**src/rtl/ani_ifetch_pkg.sv**
```systemverilog
// Shared core package: word-address type, fetch buffer entry and opcode constants.
package ani_ifetch_pkg;

  typedef logic [31:0] word_addr_t;

  localparam logic [5:0] AR_TYPE = 6'b000000;
  localparam logic [5:0] M_TYPE  = 6'b100011;
  localparam logic [5:0] BR_TYPE = 6'b000100;
  localparam logic [5:0] SH_TYPE = 6'b000010;

  typedef struct packed {
    word_addr_t  npc;
    logic [31:0] ir;
  } fetch_entry_t;

endpackage

```
**src/rtl/ani_fetch_fifo.sv**
```systemverilog
// Circular prefetch FIFO of {npc, ir} entries with flush; DEPTH must be 2 or 4.
module ani_fetch_fifo
  import ani_ifetch_pkg::*;
#(
  parameter  int unsigned DEPTH = 2,
  localparam int unsigned AW    = $clog2(DEPTH),
  localparam int unsigned CW    = $clog2(DEPTH + 1)
) (
  input  logic          clk,
  input  logic          rst,
  input  logic          push,
  input  logic          pop,
  input  logic          flush,
  input  fetch_entry_t  din,
  output fetch_entry_t  dout,
  output logic          full,
  output logic          empty,
  output logic [CW-1:0] count
);

  fetch_entry_t  mem [DEPTH];
  logic [AW-1:0] wr_ptr;
  logic [AW-1:0] rd_ptr;
  logic          do_push;
  logic          do_pop;

  assign full    = (count == CW'(DEPTH));
  assign empty   = (count == '0);
  assign do_pop  = pop && !empty;
  // A pop in the same cycle frees the slot, so push at full is legal then.
  assign do_push = push && (!full || do_pop);
  assign dout    = mem[rd_ptr];

  always_ff @(posedge clk) begin
    if (do_push) mem[wr_ptr] <= din;
  end

  always_ff @(posedge clk) begin
    if (rst || flush) begin
      wr_ptr <= '0;
      rd_ptr <= '0;
      count  <= '0;
    end else begin
      if (do_push) wr_ptr <= wr_ptr + AW'(1);
      if (do_pop)  rd_ptr <= rd_ptr + AW'(1);
      case ({do_push, do_pop})
        2'b10:   count <= count + CW'(1);
        2'b01:   count <= count - CW'(1);
        default: count <= count;
      endcase
    end
  end

endmodule

```
**src/rtl/ani_ifetch.sv**
```systemverilog
// Instruction fetch unit: issues word fetches to IMEM, buffers responses and handles redirects.
module ani_ifetch
  import ani_ifetch_pkg::*;
#(
  parameter word_addr_t  RESET_PC = 32'd0,
  parameter int unsigned DEPTH    = 2
) (
  input  logic        clk,
  input  logic        RN,
  output logic        imem_req,
  output word_addr_t  imem_addr,
  input  logic        imem_ready,
  input  logic        imem_rvalid,
  input  logic [31:0] imem_rdata,
  input  logic        br_en,
  input  word_addr_t  br_target,
  output logic        if_valid,
  output logic [31:0] if_ir,
  output word_addr_t  if_npc,
  input  logic        id_ready,
  output logic        fetch_err
);

  localparam int unsigned CW  = $clog2(DEPTH + 1);
  localparam logic [CW:0] CAP = (CW + 1)'(DEPTH);

  word_addr_t    pc;
  word_addr_t    resp_addr;
  logic          pending;
  logic          post_reset;
  logic          err;
  logic          accept;
  logic          push;
  logic          pop;
  logic          full;
  logic          empty;
  logic [CW-1:0] count;
  logic [CW:0]   occ;
  fetch_entry_t  entry;
  fetch_entry_t  head;

  assign pop  = !empty && id_ready && !br_en && !RN;
  assign push = imem_rvalid && pending && !post_reset && !br_en && !RN;

  assign entry.npc = resp_addr + 32'd1;
  assign entry.ir  = imem_rdata;

  // Occupancy is counted after this cycle's pop so back-to-back fetch
  // sustains one instruction per cycle; overflow is still impossible.
  always_comb begin
    occ      = {1'b0, count} + {{CW{1'b0}}, pending} - {{CW{1'b0}}, pop};
    imem_req = !RN && !br_en && (occ < CAP) && (!full || pop);
    accept   = imem_req && imem_ready;
  end

  assign imem_addr = RN ? RESET_PC : pc;
  assign if_valid  = !empty && !RN;
  assign if_ir     = head.ir;
  assign if_npc    = head.npc;
  assign fetch_err = err && !RN;

  always_ff @(posedge clk) begin
    if (RN) begin
      pc         <= RESET_PC;
      resp_addr  <= RESET_PC;
      pending    <= 1'b0;
      post_reset <= 1'b1;
      err        <= 1'b0;
    end else begin
      post_reset <= 1'b0;
      pending    <= accept;
      if (accept) resp_addr <= pc;
      if (br_en)       pc <= br_target;
      else if (accept) pc <= pc + 32'd1;
      // Responses right after reset belong to abandoned requests.
      if (imem_rvalid && !pending && !post_reset) err <= 1'b1;
    end
  end

  ani_fetch_fifo #(
    .DEPTH(DEPTH)
  ) u_fifo (
    .clk  (clk),
    .rst  (RN),
    .push (push),
    .pop  (pop),
    .flush(br_en),
    .din  (entry),
    .dout (head),
    .full (full),
    .empty(empty),
    .count(count)
  );

endmodule
```
**config.mk**
```make
export PLATFORM = sky130hd
export DESIGN_NAME = ani_ifetch
export DESIGN_NICKNAME = d
export VERILOG_FILES = /design/src/rtl/ani_ifetch_pkg.sv /design/src/rtl/ani_fetch_fifo.sv /design/src/rtl/ani_ifetch.sv
export SDC_FILE = /design/constraint.sdc
export NUM_CORES = 1
export LEC_CHECK = 0
export BUFFER_PORTS_ARGS = -buffer_cell sky130_fd_sc_hd__buf_2
export CORE_ASPECT_RATIO = 0.6
export CORE_UTILIZATION = 37
export DETAILED_ROUTE_END_ITERATION = 10
export GPL_TIMING_DRIVEN = 0
export SLEW_MARGIN = 20
export SYNTH_ARGS = -nofsm -noshare
export SYNTH_HDL_FRONTEND = slang
export SYNTH_HIERARCHICAL = 1
export SYNTH_SLANG_ARGS = --single-unit
```
**constraint.sdc**
```tcl
create_clock -name clk -period 6.85 [get_ports clk]
set_clock_uncertainty 0.2 [all_clocks]
set_input_delay 1.37 -clock clk [delete_from_list [all_inputs] [get_ports clk]]
set_output_delay 1.37 -clock clk [all_outputs]
set_load 0.1 [all_outputs]
```
; ---- Yosys cells after proc, flatten, opt, wreduce, memory -nomap -nowiden
; Memory sizes are Yosys's and may differ from the RTL's. A register that Yosys moved wholly into a read port is not among the register bits.
; Index checks and enable logic that the tools add are counted.
[op_classes]
n_addsub = 8
magnitude_cmp = 1
n_eq_ne = 3
n_mux = 9
n_reduce_logical = 29
[op_table]
columns = op, count
row1 = two-way mux 32 bit, 3
row2 = adder 32 x 1 -> 32 bit (second input constant), 2
row3 = logical AND 1 bit, 17
row4 = zero test 1 bit, 6
row5 = two-way mux 1 bit, 5
row6 = equality test 2 bit (second input constant), 2
row7 = one-hot mux 2 bit (2 select lines), 1
row8 = nonzero test 2 bit, 2
row9 = adder 2 x 1 -> 3 bit, 1
row10 = logical OR 1 bit, 3
row11 = less-than comparator 3 x 2 -> 1 bit (second input constant), 1
row12 = subtractor 3 x 1 -> 3 bit, 1
row13 = adder 1 bit (second input constant), 2
row14 = adder 2 x 1 -> 2 bit (second input constant), 1
row15 = equality test 2 x 1 -> 1 bit (second input constant), 1
row16 = zero test 2 bit, 1
row17 = subtractor 2 x 1 -> 2 bit (second input constant), 1
[word_totals]
regBits = 71
ramBits = 128
in_bits = 70
output_inout_bits = 99
wordCells = 59
memories = 1
[mem_list]
columns = name, words, word_bits, read_ports, rd_ports_with_merged_regs, wr, line
row1 = u_fifo.mem, 2, 64, 1, 1, 1, ani_fetch_fifo.sv:21  ; fetch_entry_t mem [DEPTH];

; ---- Longest topological paths before layout
; Gate-level depths: netlist of run 1.
[logic_depth]
depth_word = 12
depth_mapped = 13
mapped_depth_nobuf = 12

; ---- By module
; The synthesis of run 1 kept the hierarchy.
[modules_own_cells]
columns = mod, n_inst, cells_per_inst, area_each_um2, seq_area_each_um2
row1 = ani_fetch_fifo, 1, 229, 4895.9, 3943.8
row2 = ani_ifetch, 1, 535, 3995.1, 1341.3

; ---- Worst setup path before layout of run 1
; OpenSTA, ideal clock, no wires.
[synth_timing]
path_type = input -> register
startpoint = input br_en
endpoint = memory u_fifo/mem[0][0] (netlist name), enable pin
setup_time_ns = 0.486
t_arrival_ns = 4.761
required_time_ns = 6.164
path_slack_ns = 1.403
stages = 5
n_path_buf = 1
path_cell_list = clkbuf_1 > nor2_1 > and4b_1 > o21ai_2 > nor2_1
[synth_between]
word_cells_on_any_way = 10
cone_classes = mux: 2 / reduce/logical: 8
[synth_rtl]
columns = element, line
row1 = from (decl), ani_ifetch.sv:15  ; input logic br_en,
row2 = zero test 1 bit, ani_ifetch.sv:43  ; assign push = imem_rvalid && pending && !post_reset && !br_en && !RN;
row3 = logical AND 1 bit (2 in series), ani_ifetch.sv:43
row4 = net push, ani_ifetch.sv:33  ; logic push;
row5 = logical AND 1 bit, ani_fetch_fifo.sv:31  ; assign do_push = push && (!full || do_pop);
row6 = two-way mux 1 bit, ani_fetch_fifo.sv:35  ; if (do_push) mem[wr_ptr] <= din;
row7 = two-way mux 1 bit (not written as such), ani_fetch_fifo.sv:35
row8 = to (decl), ani_fetch_fifo.sv:21
; The timed path passes the listed nets, and every way through them passes these cells.

; ---- Final worst setup path of run 1
[layout_timing]
startpoint = input br_en
endpoint = output imem_req
[layout_between]
elab_chain_len = 7
word_cells_on_any_way = 9
cone_classes = add/sub: 1 / order compare: 1 / reduce/logical: 7
[layout_rtl]
columns = element, line
row1 = zero test 1 bit *, ani_ifetch.sv:42  ; assign pop = !empty && id_ready && !br_en && !RN;
row2 = logical AND 1 bit * (2 in series), ani_ifetch.sv:42
row3 = net pop, ani_ifetch.sv:34  ; logic pop;
row4 = subtractor 3 x 1 -> 3 bit, ani_ifetch.sv:51  ; occ = {1'b0, count} + {{CW{1'b0}}, pending} - {{CW{1'b0}}, pop};
row5 = less-than comparator 3 x 2 -> 1 bit, ani_ifetch.sv:52  ; imem_req = !RN && !br_en && (occ < CAP) && (!full || pop);
row6 = logical AND 1 bit, ani_ifetch.sv:52
row7 = logical AND 1 bit *, ani_ifetch.sv:52
row8 = to (decl), ani_ifetch.sv:10  ; output logic imem_req,
; Mark *: on every way through the listed nets, which the timed path passes. The rest lies on a longest branch.

==> impl_metrics.csv, run 1 <==
group,metric,value,unit
status,status,"complete, no violations",
worst_hold_path,whs_endpoint,"err",
timing,period_minus_slack,6010,ps
worst_setup_path,worstReg2RegStart,"u_fifo/count[1]",
floorplan,num_rows,43,
timing,rsz0062_at_grt,"no",
route,wl_per_cell,18.3,um
route,drt_pre_antenna_iters,5,
synth,synthSimpleGateAreaFrac,0.168,
global_routing,grt_antenna_before_repair,0,
synth,ys.flop_type,"edfxtp_1",
worst_setup_path,crit_path_end_kind,"output port",
worst_setup_path,critPathSlowestCell,"clkbuf_1",
clocking,ctsResizeCount,0,
synth,syn-instance-count,764,
worst_setup_path,cp_max_fo,11,
synth,synth_edf_count,128,
route,drc,0,
final_layout,diodes,0,
worst_setup_path,required,5280,ps
global_routing,grt_max_degree,25,
synth,ys_seq_elements,200,
final_layout,area_growth,21.6,%
final_layout,nets,1029,
synth,ys_seq_area_frac,0.594,
synth,ys_top_cells_by_area,"edfxtp_1 (43%), dfxtp_1 (16%), mux2_2 (8.4%), nand2_1 (4.5%), a21oi_1 (3.2%)",
worst_hold_path,whs_path_depth,2,
clocking,h-tree-depth,4,
timing,setup_violations,0,
synth,synth.distinct_cells,65,
timing,drv_slew,0,
worst_setup_path,setup.worst_path.start_class,"primary input",
route,drt_iter0_drc,495,
global_routing,grt_first_pass_wirelength,35900,um
worst_setup_path,path_common_cell,"buf_2",
global_routing,grt_pass1_vias,6264,
synth,synthMostInstantiatedCell,"edfxtp_1",
final_layout,drive_gt1_frac,0.311,
floorplan,io_pins,169,
timing,tightest_slew,895,ps
pwr,vdd_drop_max,0.164,mV
synth,synth-xor-area-share,0.0404,
route,antenna_left,0,
floorplan,start_util,0.381,
route,via_per_inst,5.22,
synth,avgSynthCellArea,11.6,um2
worst_setup_path,cp.arrival,4440,ps
worst_setup_path,cp_top_family,"buffers and inverters",
worst_setup_path,rrSetupSlack,2710,ps
worst_hold_path,hold_start,"err",
synth,synth.net_count,838,
synth,synth_top_area_frac,0.432,
timing,hold_violations,0,
clocking,cts_num_sinks,200,
floorplan,core_area,0.0233,mm2
flow_run,drv_cap,0,
worst_setup_path,cp_cell_sequence,"buf_2 -> clkbuf_1 -> nor2_1 -> and2_1 -> ha_1 -> nand2b_1 -> fa_1 -> xnor2_1 -> o2111a_1 -> buf_2",
synth,synth_top_family_by_area,"simple AND/OR/NAND/NOR gates",
worst_setup_path,crit_start,"br_en",
clocking,path_clk_slew,70,ps
floorplan,die_y,122,um
clocking,numCtsBuffers,17,
timing,post-route-period-util,0.878,
synth,synth.area.mux_share,0.0887,
clocking,root_buffer,"clkbuf_16",
worst_setup_path,rr_endpoint,"resp_addr[30]",
pwr,power_density,232,mW/mm2
timing,fmax,0.166,GHz
synth,synth_area,0.00889,mm2
floorplan,dieArea,0.0247,mm2
worst_hold_path,hold_path_class,"reg -> reg",
global_routing,grt_overflow,0,
worst_setup_path,critPathMaxStageDelay,570,ps
synth,yosysTopAreaCell,"edfxtp_1",
floorplan,die_x,202,um
placed_design,io_buffers,168,
placed_design,dp_hpwl,17500,um
clocking,cts_tree,"yes",
pwr,p_leak,0.00397,uW
worst_setup_path,critPathBufInv,3,
clocking,postCtsHoldBufs,0,
clocking,cts_setup_buffers,0,
worst_setup_path,worstSetupPathType,"in -> out",
synth,synth_fa_ha_area_frac,0.00647,
placed_design,routabilityCongestion,0.905,
synth,synth_compound_area_frac,0.0719,
route,wirelength,23500,um
route,routed-via-count,6693,
synth,ys_warn_count,6,
global_routing,track_usage,0.195,
clocking,clkLatencyLatePin,430,ps
synth,synth_common_cells,"edfxtp_1 (128), nand2_1 (106), dfxtp_1 (72)",
timing,maxSlewHeadroom,0.398,
synth,async_flop_share,0,
clocking,clock_path_buffers,2,
final_layout,fin_util,0.463,
worst_setup_path,reg2reg_depth,13,
pwr,finalPower,2510,uW
## worst register-to-register path: cells and delay by family, from the launching register on
family | cells | cell delay, ps
and+or+nand+nor | 6 | 1220
adders and majority gates | 2 | 770
DFF | 1 | 570
AOI/OAI and AO/OA | 2 | 310
buffers and inverters | 3 | 990
## layout by cell type (no fill, tap or decap), types with 7 or more instances in the layout
master     count
clkbuf_1      19
xor2_1        14
buf_2        175
o21ai_0        9
nor2_1        32
a31oi_1       11
clkbuf_16     17
mux2_2        66
dfxtp_1       72
nand3_1       27
and3_1        12
edfxtp_1     128
inv_1         13
a21oi_1       56
nand2_1      106
nor2b_1       28
nand4_1       27
and2_1         7
nor4_1         7
xnor2_1       27
nor3_1         9
## metal layers
metal  track usage  routed length (um)  vias up
met5             0                   0        -
li1              -                   -     3170
met2         0.264                9540      248
met3        0.0519                1790       14
met4        0.0456                 165        0
met1         0.303               12000     3261
## where the power goes
group	switching [uW]	internal (uW)	total [uW]
sequential	25.2	1290	1320
combinational	135	48.5	183
clock	463	546	1010
total	623	1890	2510
## sequential cells by signal, summed over array words and instances (netlist names), named ones only
signal,count
pc,32
u_fifo/mem,128
resp_addr,32
u_fifo/rd_ptr,1
u_fifo/wr_ptr,1
u_fifo/count,2
err,1
pending,1
post_reset,1
## layout make-up
| cell class | instances | area (um2) |
|---|---|---|
| inverters | 14 | 52.6 |
| multi-input cells | 509 | 3350 |
| fillers | 2242 | 12500 |
| clock buffers | 17 | 425 |
| clock inverters | 15 | 163 |
| flip-flops and latches | 200 | 5290 |
| plain buffers | 41 | 218 |
| well taps | 315 | 394 |
| repair buffers | 172 | 921 |
## logic make-up after synthesis
family / count (synthesis)
xor gates and xnor gates: 41
AOI/OAI and AO/OA: 106
muxes: 70
and+or+nand+nor: 288
buffers and inverters: 55
adders and majority gates: 4
DFF: 200
## how the worst max path moves through the flow
stage                             end  slack (ps)  cells past startpoint
finish                       imem_req         840                     10
global route                 imem_req         710                     10
CTS                          imem_req         900                     10
detailed placement           imem_req         910                     10
global placement    u_fifo/mem[0][63]        -940                      6
floorplan            u_fifo/mem[0][0]        1400                      5
## stage by stage
stage / cell area (um2) / TNS, ps / hold slack (ps) / std cells / worst slack [ps]
after global placement: 10100 / -117370 / 250 / 1247 / -944
after detailed placement: 10200 / 0 / 257 / 1251 / 914
final: 10800 / 0 / 268 / 1283 / 839
after floorplan: 8890 / 0 / 232 / 764 / 1400
after global routing: 10800 / 0 / 299 / 1283 / 711
after CTS: 10800 / 0 / 274 / 1283 / 905
Note: power is estimated with default switching activity, not from simulation.
==> run 2: changes to the inputs <==
--- a/config.mk
+++ b/config.mk
@@ -5,7 +5,7 @@
 export SDC_FILE = /design/constraint.sdc
 export NUM_CORES = 1
 export LEC_CHECK = 0
-export BUFFER_PORTS_ARGS = -buffer_cell sky130_fd_sc_hd__buf_2
+export BUFFER_PORTS_ARGS = -buffer_cell sky130_fd_sc_hd__buf_4
 export CORE_ASPECT_RATIO = 0.6
 export CORE_UTILIZATION = 37
 export DETAILED_ROUTE_END_ITERATION = 10
==> run 2 against run 1 <==
Non-clock buffer count grew 2. Via count is 0.30% lower. Register-to-register slack lost 30 ps. Clock power shrank 4%. First-iteration DRC count is 6.7% higher. Global-route usage about the same. Final cell count grew 0.16%. Worst hold slack about the same. Wire length rose by 0.20%. Count of clock-buffer cells in the layout rose by 6. Combinational power increased by 9%. Final area grew 4.4%. Largest cell class unchanged.
==> impl_metrics.csv, run 2 (synthesis gave the netlist of run 1 again) <==
group,metric,value,unit
final_layout,diodes,0,
clocking,cts_setup_buffers,0,
route,wirelength,23600,um
final_layout,drive_gt1_frac,0.310,
global_routing,track_usage,0.195,
timing,drv_slew,0,
worst_hold_path,hold_path_class,"reg -> reg",
clocking,cts_tree,"yes",
route,antenna_left,0,
floorplan,core_area,0.0233,mm2
final_layout,final_common_cell,"buf_4",
timing,post-route-period-util,0.842,
clocking,h-tree-depth,4,
clocking,root_buffer,"clkbuf_16",
worst_setup_path,critPathMaxStageDelay,530,ps
worst_setup_path,crit_path_end_kind,"output port",
placed_design,routabilityCongestion,0.910,
final_layout,fin_cells,1285,
clocking,clock_path_buffers,2,
final_layout,fin_util,0.483,
floorplan,die_x,202,um
worst_setup_path,cp.arrival,4200,ps
final_layout,regMostFlops,"u_fifo/mem",
placed_design,dp_hpwl,17500,um
timing,fmax,0.173,GHz
worst_setup_path,cp_cell_sequence,"buf_4 -> clkbuf_1 -> nor2_1 -> and2_1 -> ha_1 -> nand2b_1 -> fa_1 -> xnor2_1 -> o2111a_1 -> buf_4",
route,via_per_inst,5.19,
final_layout,final_cell_mix,"buf_4 (170), edfxtp_1 (128), nand2_1 (106)",
final_layout,final.fill_count,2210,
route,routed-via-count,6673,
worst_setup_path,critPathSlowestCell,"clkbuf_1",
timing,hold_violations,0,
timing,setup_violations,0,
pwr,power_density,221,mW/mm2
route,drt_iter0_drc,528,
worst_setup_path,required,5280,ps
final_layout,largest_registers,"u_fifo/mem x128, pc x32, resp_addr x32",
worst_setup_path,setup.worst_path.start_class,"primary input",
timing,period_minus_slack,5770,ps
global_routing,grt_overflow,0,
final_layout,largest_register_ffs,128,
timing,holdWs,268,ps
placed_design,io_buffers,168,
timing,tightest_slew,858,ps
pwr,p_leak,0.00410,uW
clocking,clkLatencyLatePin,430,ps
clocking,postCtsHoldBufs,0,
clocking,path_clk_slew,70,ps
final_layout,multi_input_area,0.00335,mm2
final_layout,nets,1031,
final_layout,fin_area,0.0113,mm2
route,drt_pre_antenna_iters,5,
route,wl_per_cell,18.3,um
floorplan,io_pins,169,
floorplan,start_util,0.381,
clocking,cts_num_sinks,200,
global_routing,grt_first_pass_wirelength,36000,um
floorplan,die_y,122,um
final_layout,area_growth,26.9,%
worst_setup_path,cp_max_fo,11,
timing,setup_tns,0,ps
clocking,ctsResizeCount,0,
flow_run,drv_cap,0,
status,status,"complete, no violations",
clocking,numCtsBuffers,17,
floorplan,num_rows,43,
placed_design,place_inst,1253,
global_routing,grt_max_degree,23,
global_routing,grt_pass1_vias,6224,
global_routing,grt_antenna_before_repair,0,
worst_setup_path,path_common_cell,"buf_4",
worst_setup_path,worstSetupPathType,"in -> out",
placed_design,placed_cell_area,0.0107,mm2
timing,maxSlewHeadroom,0.424,
floorplan,dieArea,0.0247,mm2
route,drc,0,
final_layout,regArea,0.00529,mm2
timing,rsz0062_at_grt,"no",
pwr,vdd_drop_max,0.167,mV
run 2: changes by cell type in the layout (fill, tap and decap cells not counted), moves of 2 or more:
cell       previous run  this run
buf_2               175         7
buf_4                 2       170
inv_6                 6         1
buf_16                0         4
buf_12                4         2
bufinv_16             2         0
clkbuf_1             19        21
clkbuf_16            17        19
clkbuf_8              0         2
inv_4                 0         2
run 2: metal layers:
layer / vias up / part of all wire / GRT usage
met5: - / 0 / 0
met4: 0 / 0.0040 / 0.0414
met3: 9 / 0.081 / 0.0570
met2: 221 / 0.41 / 0.262
met1: 3275 / 0.51 / 0.302
li1: 3168 / - / -
run 2: final cells by class:
cell class                      count  area share
Clock buffer                       23      0.0452
Inverter                           14     0.00466
Buffer                             41      0.0193
Clock inverter                      9     0.00532
Timing Repair Buffer              174       0.125
Multi-Input combinational cell    509       0.297
Tap cell                          315      0.0349
Sequential cell                   200       0.468
run 2: worst max-delay path: cells and delay by family:
kind	cells	cell delay, ps
compound gates	1	230
xor+xnor	1	230
fa+ha+maj	2	690
buf+inv	3	1000
simple gates	3	670
run 2: worst paths after layout:
path	endpoint	slack (ps)	startpoint	cells past startpoint
setup reg to reg	resp_addr[30]	2680	u_fifo/count[1]	13
setup / recovery	imem_req	1080	br_en	10
hold reg to reg	err	270	err	2
hold / removal	err	270	err	2
run 2: where the power goes:
part	leakage [uW]	internal, uW	switching (uW)	total, uW
sequential	0.00174	1290	25.1	1320
clock	0.000282	529	445	974
combinational	0.00207	64.6	135	199
run 2: through the flow:
stage	setup WS, ps	power [uW]
5_1_grt	969	2580
2_1_floorplan	1400	1460
6_report	1080	2490
4_1_cts	1140	2520
3_5_place_dp	1130	1540
3_3_place_gp	-1020	1540
